$ cat config.mk
export PLATFORM = sky130hd
export DESIGN_NAME = ptw_axi_read_port
export DESIGN_NICKNAME = d
export VERILOG_FILES = /design/src/rtl/ptw_axi_read_port.sv
export SDC_FILE = /design/constraint.sdc
export NUM_CORES = 1
export LEC_CHECK = 0
export CORE_UTILIZATION = 42
export DETAILED_ROUTE_END_ITERATION = 8
export GPL_TIMING_DRIVEN = 0
export MAX_ROUTING_LAYER = met4
export PLACE_DENSITY_LB_ADDON = 0.2
export SETUP_SLACK_MARGIN = 0.3
export SLEW_MARGIN = 10
export SYNTH_ARGS = -nofsm -noshare
export SYNTH_HDL_FRONTEND = slang
export SYNTH_SLANG_ARGS = --single-unit
$ cat constraint.sdc
create_clock -name CLK -period 1.25 [get_ports CLK]
set_input_delay 0.25 -clock CLK [delete_from_list [all_inputs] [get_ports CLK]]
set_output_delay 0.25 -clock CLK [all_outputs]
set_load 0.05 [all_outputs]
$ cat src/rtl/ptw_axi_read_port.sv
// Shared page-table-walk read port: latches ITLB/DTLB PTE fetches, arbitrates D over I,
// and issues one single-beat AXI4 read per walk, steering the PTE back to the requester.
module ptw_axi_read_port #(
    parameter int ADDR_WIDTH = 64,
    parameter int DATA_WIDTH = 64,
    parameter int ID_WIDTH   = 4,
    parameter int I_ID       = 0,
    parameter int D_ID       = 1
) (
    input  logic                  CLK,
    input  logic                  RST,
    input  logic                  I_ADDR_VALID,
    input  logic [ADDR_WIDTH-1:0] I_ADDR,
    output logic                  I_DATA_VALID,
    output logic [DATA_WIDTH-1:0] I_DATA,
    output logic                  I_ERR,
    input  logic                  D_ADDR_VALID,
    input  logic [ADDR_WIDTH-1:0] D_ADDR,
    output logic                  D_DATA_VALID,
    output logic [DATA_WIDTH-1:0] D_DATA,
    output logic                  D_ERR,
    output logic                  ARVALID,
    input  logic                  ARREADY,
    output logic [ADDR_WIDTH-1:0] ARADDR,
    output logic [ID_WIDTH-1:0]   ARID,
    output logic [7:0]            ARLEN,
    output logic [2:0]            ARSIZE,
    output logic [1:0]            ARBURST,
    input  logic                  RVALID,
    output logic                  RREADY,
    input  logic [DATA_WIDTH-1:0] RDATA,
    input  logic [1:0]            RRESP,
    input  logic                  RLAST
);

    typedef enum logic [1:0] {S_IDLE, S_AR, S_R} state_t;

    state_t                state_q, state_d;
    logic                  i_vld_q, d_vld_q;
    logic [ADDR_WIDTH-1:0] i_addr_q, d_addr_q;
    logic                  sel_d_q;
    logic [ADDR_WIDTH-1:0] araddr_q;
    logic [ID_WIDTH-1:0]   arid_q;
    logic [DATA_WIDTH-1:0] i_data_q, d_data_q;
    logic                  i_err_q, d_err_q, i_dv_q, d_dv_q;
    logic                  ar_load, r_fire, r_err;

    // Single-beat reads only: RLAST carries no information here.
    logic unused_rlast;
    assign unused_rlast = RLAST;

    always_ff @(posedge CLK) begin
        if (RST) state_q <= S_IDLE;
        else     state_q <= state_d;
    end

    always_comb begin
        state_d = state_q;
        case (state_q)
            S_IDLE:  if (i_vld_q || d_vld_q) state_d = S_AR;
            S_AR:    if (ARREADY)            state_d = S_R;
            S_R:     if (RVALID)             state_d = S_IDLE;
            default:                         state_d = S_IDLE;
        endcase
    end

    always_comb begin
        ARVALID = (state_q == S_AR);
        RREADY  = (state_q == S_R);
        ar_load = (state_q == S_IDLE) && (i_vld_q || d_vld_q);
        r_fire  = (state_q == S_R) && RVALID;
        r_err   = (RRESP != 2'b00);
    end

    always_ff @(posedge CLK) begin
        if (RST) begin
            i_vld_q  <= 1'b0;
            d_vld_q  <= 1'b0;
            i_addr_q <= '0;
            d_addr_q <= '0;
            sel_d_q  <= 1'b0;
            araddr_q <= '0;
            arid_q   <= '0;
            i_data_q <= '0;
            d_data_q <= '0;
            i_err_q  <= 1'b0;
            d_err_q  <= 1'b0;
            i_dv_q   <= 1'b0;
            d_dv_q   <= 1'b0;
        end else begin
            i_dv_q <= 1'b0;
            d_dv_q <= 1'b0;
            // A pulse into an occupied slot is dropped, including on its completion edge.
            if (I_ADDR_VALID && !i_vld_q) begin
                i_vld_q  <= 1'b1;
                i_addr_q <= I_ADDR;
            end else if (r_fire && !sel_d_q) begin
                i_vld_q <= 1'b0;
            end
            if (D_ADDR_VALID && !d_vld_q) begin
                d_vld_q  <= 1'b1;
                d_addr_q <= D_ADDR;
            end else if (r_fire && sel_d_q) begin
                d_vld_q <= 1'b0;
            end
            if (ar_load) begin
                sel_d_q  <= d_vld_q;
                araddr_q <= d_vld_q ? d_addr_q : i_addr_q;
                arid_q   <= d_vld_q ? ID_WIDTH'(D_ID) : ID_WIDTH'(I_ID);
            end
            // Steer by the side latched at arbitration, never by RID.
            if (r_fire) begin
                if (sel_d_q) begin
                    d_data_q <= r_err ? '0 : RDATA;
                    d_err_q  <= r_err;
                    d_dv_q   <= 1'b1;
                end else begin
                    i_data_q <= r_err ? '0 : RDATA;
                    i_err_q  <= r_err;
                    i_dv_q   <= 1'b1;
                end
            end
        end
    end

    assign ARADDR       = araddr_q;
    assign ARID         = arid_q;
    assign ARLEN        = 8'd0;
    assign ARSIZE       = 3'd3;
    assign ARBURST      = 2'd1;
    assign I_DATA_VALID = i_dv_q;
    assign I_DATA       = i_data_q;
    assign I_ERR        = i_err_q;
    assign D_DATA_VALID = d_dv_q;
    assign D_DATA       = d_data_q;
    assign D_ERR        = d_err_q;

endmodule

==> impl_results.html <==
<table>
<tr><th>Metric</th><th>Value</th></tr>
<tr><th colspan="2">Setup path</th></tr>
<tr><td>Largest fanout of any net on the critical path</td><td>5</td></tr>
<tr><td>Highest cell delay on the worst timing path</td><td>0.38 ns</td></tr>
<tr><td>Largest delay contributor family on the critical path</td><td>buffers and inverters</td></tr>
<tr><td>Required time at the endpoint of the critical path</td><td>1.64 ns</td></tr>
<tr><td>Element type at the critical path start</td><td>register</td></tr>
<tr><td>Worst reg2reg setup slack</td><td>-0.33 ns</td></tr>
<tr><td>Reg-to-reg critical path endpoint</td><td>D_DATA[11]</td></tr>
<tr><td>Critical Path Slowest Stage Cell</td><td>sky130_fd_sc_hd__dfxtp_4</td></tr>
<tr><td>Sum of buffers and inverters on the critical path</td><td>5</td></tr>
<tr><td>List of cells traversed by the critical path</td><td>nand4b_1 -&gt; buf_4 -&gt; buf_6 -&gt; buf_12 -&gt; buf_12 -&gt; buf_16 -&gt; nand3b_1 -&gt; o21ai_1</td></tr>
<tr><td>WS Path Type</td><td>reg2reg</td></tr>
<tr><td>Critical path's most frequent cell</td><td>sky130_fd_sc_hd__buf_12</td></tr>
<tr><td>Depth of the worst register-to-register path</td><td>8</td></tr>
<tr><td>Startpoint of the lowest-slack register-to-register path</td><td>state_q[0]</td></tr>
<tr><td>Arrival @ worst endpoint</td><td>1.97 ns</td></tr>
<tr><td>Element type at the critical path end</td><td>register</td></tr>
<tr><th colspan="2">GRT</th></tr>
<tr><td>Total track usage</td><td>between 20 and 30%</td></tr>
<tr><td>Global-route wire length before repair</td><td>69.4 mm</td></tr>
<tr><td>Antenna violations before repair</td><td>3</td></tr>
<tr><td>Number of global-route vias before repair</td><td>between 10000 and 15000</td></tr>
<tr><td>Leftover overflow at the end of global routing</td><td>0</td></tr>
<tr><td>Largest net degree at the start of global routing</td><td>15</td></tr>
<tr><th colspan="2">Status</th></tr>
<tr><td>Violations in the final reports</td><td>setup timing</td></tr>
<tr><td>Status</td><td>complete, but fails checks</td></tr>
<tr><th colspan="2">Power and ir drop</th></tr>
<tr><td>Power density cells</td><td>1260 nW/um2</td></tr>
<tr><td>Peak supply drop</td><td>around 1 mV</td></tr>
<tr><td>Total design power</td><td>approximately 30 mW</td></tr>
<tr><td>Static power due to leakage</td><td>a little over 9 nW</td></tr>
<tr><th colspan="2">Synthesis</th></tr>
<tr><td>Syn. warnings</td><td>0</td></tr>
<tr><td>Post-synthesis async set-or-reset flop share</td><td>0%</td></tr>
<tr><td>Sequential area share after synthesis</td><td>between 50% and 60%</td></tr>
<tr><td>Mean Syn Cell Area</td><td>9.05 um2</td></tr>
<tr><td>Post-synthesis register bit count</td><td>~330</td></tr>
<tr><td>Cell variety after synth</td><td>28</td></tr>
<tr><td>Post-Synthesis Cell Area</td><td>between 10000 and 15000 um2</td></tr>
<tr><td>Synthesized netlist cell count</td><td>1405</td></tr>
<tr><td>Count of flip-flops with a built-in enable after synthesis</td><td>0</td></tr>
<tr><td>Main flop type after synthesis</td><td>sky130_fd_sc_hd__dfxtp_1</td></tr>
<tr><th colspan="2">Clock tree</th></tr>
<tr><td>Buffer levels on the longest clock path</td><td>3</td></tr>
<tr><td>Register clock-pin slew on the reported worst setup and hold paths</td><td>roughly 0.060 ns</td></tr>
<tr><td>Sinks on Clock Net</td><td>roughly 330</td></tr>
<tr><td>Clock latency reported for the late side of the worst-skew pair</td><td>0.51 ns</td></tr>
<tr><td>Clock tree from TritonCTS</td><td>built</td></tr>
<tr><td>CTS HTree Levels</td><td>2</td></tr>
<tr><td>Num CTS Buffers</td><td>35</td></tr>
<tr><td>Clock root buffer</td><td>sky130_fd_sc_hd__clkbuf_16</td></tr>
<tr><td>Post-cts hold buffer count</td><td>0</td></tr>
<tr><th colspan="2">Timing</th></tr>
<tr><td>Final Skew</td><td>0.0179 ns</td></tr>
<tr><td>Setup tns final</td><td>-60.41 ns</td></tr>
<tr><td>Setup repair after global routing missed its margin</td><td>true</td></tr>
<tr><td>Min Hold Slack</td><td>0.276 ns</td></tr>
<tr><td>Period minus WS final</td><td>about 1.6 ns</td></tr>
<tr><td>Maximum clock frequency</td><td>about 630 MHz</td></tr>
<tr><td>Max-slew headroom at the worst pin</td><td>between 40 and 50%</td></tr>
<tr><td>Final worst-path cycle share</td><td>126%</td></tr>
<tr><td>Worst-margin pin slew</td><td>0.838 ns</td></tr>
<tr><td>Pins over their slew limit</td><td>0</td></tr>
<tr><td>Number of endpoints failing setup at the final stage</td><td>~430</td></tr>
<tr><td>Number of failing hold endpoints at the final stage</td><td>0</td></tr>
<tr><td>Final WS setup</td><td>-0.329 ns</td></tr>
<tr><th colspan="2">Detailed routing</th></tr>
<tr><td>Detailed-route DRC error count</td><td>0</td></tr>
<tr><td>Final Routed Wirelength</td><td>between 50 and 60 mm</td></tr>
<tr><td>Average vias per placed instance</td><td>5.48</td></tr>
<tr><td>Number of antenna-violating nets in the routed design</td><td>0</td></tr>
<tr><td>Routed length per instance</td><td>about 22 um</td></tr>
<tr><td>Initial DRC Count</td><td>around 870</td></tr>
<tr><td>Via count</td><td>approximately 13000</td></tr>
<tr><td>Count of TritonRoute iterations in the first routing pass</td><td>5</td></tr>
<tr><th colspan="2">Placement</th></tr>
<tr><td>Minimum setup slack after placement</td><td>-0.879 ns</td></tr>
<tr><td>Buffers added on ports</td><td>slightly below 400</td></tr>
<tr><td>Routability congestion estimate</td><td>0.843</td></tr>
<tr><td>Dpl cell area</td><td>17600 um2</td></tr>
<tr><td>Half-perimeter wire length after detailed placement</td><td>~32 mm</td></tr>
<tr><td>Placed instance count</td><td>between 2000 and 2500</td></tr>
<tr><th colspan="2">Cells and area</th></tr>
<tr><td>Area growth from synthesis to layout</td><td>84.0%</td></tr>
<tr><td>Final core utilization</td><td>between 70% and 80%</td></tr>
<tr><td>Fill cell total of the finished layout</td><td>1772</td></tr>
<tr><td>Share of cells above drive strength 1</td><td>between 40% and 50%</td></tr>
<tr><td>Leading cell type in the layout, fill and taps excluded</td><td>sky130_fd_sc_hd__nand2_1</td></tr>
<tr><td>Final Cell Area</td><td>approximately 23000 um2</td></tr>
<tr><td>Final instance count without filler cells</td><td>2374</td></tr>
<tr><td>Commonest cells after routing, fill and taps aside</td><td>sky130_fd_sc_hd__nand2_1 (224), sky130_fd_sc_hd__clkdlybuf4s50_1 (198), sky130_fd_sc_hd__dfxtp_2 (192), sky130_fd_sc_hd__buf_8 (185), sky130_fd_sc_hd__dfxtp_1 (129)</td></tr>
<tr><td>Layout net count</td><td>about 2200</td></tr>
<tr><th colspan="2">Floorplanning</th></tr>
<tr><td>Die Height</td><td>176 um</td></tr>
<tr><td>Io pins</td><td>around 420</td></tr>
<tr><td>Die ar.</td><td>31000 um2</td></tr>
<tr><td>Number of standard-cell rows in the floorplan</td><td>63</td></tr>
<tr><td>Initial cell density of the core</td><td>between 40 and 50%</td></tr>
<tr><td>Width of the chip</td><td>176 um</td></tr>
<tr><td>Area of the core</td><td>between 20000 and 30000 um2</td></tr>
<tr><th colspan="2">Worst hold path</th></tr>
<tr><td>Hold Path Depth</td><td>3</td></tr>
<tr><td>End point of the worst hold path</td><td>d_addr_q[2]</td></tr>
<tr><td>Worst min-delay path class</td><td>in2reg</td></tr>
<tr><td>Hold Crit Start</td><td>D_ADDR[2]</td></tr>
<tr><th colspan="2">Job</th></tr>
<tr><td>Max-cap violations</td><td>0</td></tr>
</table>
[Yosys cell counts, types with 4 or more instances]
master / count / share of area [%]
sky130_fd_sc_hd__nor2b_1: 4 / 0.20
sky130_fd_sc_hd__buf_4: 17 / 1.0
sky130_fd_sc_hd__a211oi_2: 60 / 5.9
sky130_fd_sc_hd__buf_1: 6 / 0.18
sky130_fd_sc_hd__o21ai_1: 21 / 0.83
sky130_fd_sc_hd__a211oi_1: 6 / 0.35
sky130_fd_sc_hd__buf_6: 8 / 0.71
sky130_fd_sc_hd__clkbuf_1: 53 / 1.6
sky130_fd_sc_hd__a21oi_1: 196 / 7.7
sky130_fd_sc_hd__nand2_1: 322 / 9.5
sky130_fd_sc_hd__nand3b_1: 128 / 7.6
sky130_fd_sc_hd__nor2_1: 6 / 0.18
sky130_fd_sc_hd__mux2i_1: 64 / 5.0
sky130_fd_sc_hd__buf_2: 60 / 2.4
sky130_fd_sc_hd__o21ai_0: 107 / 4.2
sky130_fd_sc_hd__dfxtp_1: 329 / 52
[sequential cells by signal (all words and copies together) (netlist names)]
name and flops:
sel_d_q 1, i_addr_q 64, state_q 2, I_ERR 1
D_ERR 1, I_DATA_VALID 1, D_DATA 64, i_vld_q 1
D_DATA_VALID 1, d_addr_q 64, I_DATA 64, ARADDR 64
d_vld_q 1
[logic make-up after synthesis]
kind of cell | synth area share [%]
DFF | 51.8
and+or+nand+nor | 18.0
buffers and inverters | 5.94
muxes | 5.04
AOI/OAI and AO/OA | 19.1
other | 0.0590
[worst min-delay path: cells and delay by family]
kind	cells	cell delay [ns]
buf+inv	1	0.39
simple gates	1	0.05
compound gates	1	0.05
[routing by layer]
metal	track usage, %	part of all wire, %	up-vias
met2	49.9	51	629
met4	11.2	4.2	0
met1	34.1	37	6317
met5	-	0	-
li1	-	-	5910
met3	7.08	8.0	157
[where the power goes]
group | leakage, nW | internal [mW] | total, mW | switching [mW]
Combinational | 5.87 | 3.51 | 7.29 | 3.78
Clock | 0.568 | 6.29 | 10.6 | 4.31
Sequential | 2.78 | 11.1 | 11.6 | 0.533
Total | 9.21 | 20.9 | 29.5 | 8.63
[how the worst max path moves through the flow]
stage / start / end / slack (ns) / depth (start not counted)
after floorplan: d_vld_q / ARADDR[51] / -0.04 / 6
after global placement: RVALID / D_DATA[61] / -0.86 / 6
after detailed placement: RVALID / D_DATA[54] / -0.88 / 6
after CTS: state_q[0] / ARVALID / -0.29 / 2
after global routing: state_q[0] / D_DATA[37] / -0.40 / 8
final: state_q[0] / D_DATA[11] / -0.33 / 8
[repair_timing]
item                        CTS  global route
resized for setup          1854           381
pin swaps                     3           166
gates cloned                 12            39
setup buffers                37            17
setup endpoints to repair   527           528
[final cells by class]
cell class / count / area (um2) / area share [%]
antenna: 3 / 7.51 / 0.0321
buffer: 145 / 1550 / 6.61
clock buffer: 54 / 1070 / 4.57
clock inverter: 6 / 80.1 / 0.342
inverter: 3 / 11.3 / 0.0481
multi-input combinational: 942 / 6680 / 28.5
sequential: 329 / 6860 / 29.3
tap: 390 / 488 / 2.09
timing repair buffer: 502 / 6660 / 28.5
(Power assumes the default switching activity.)
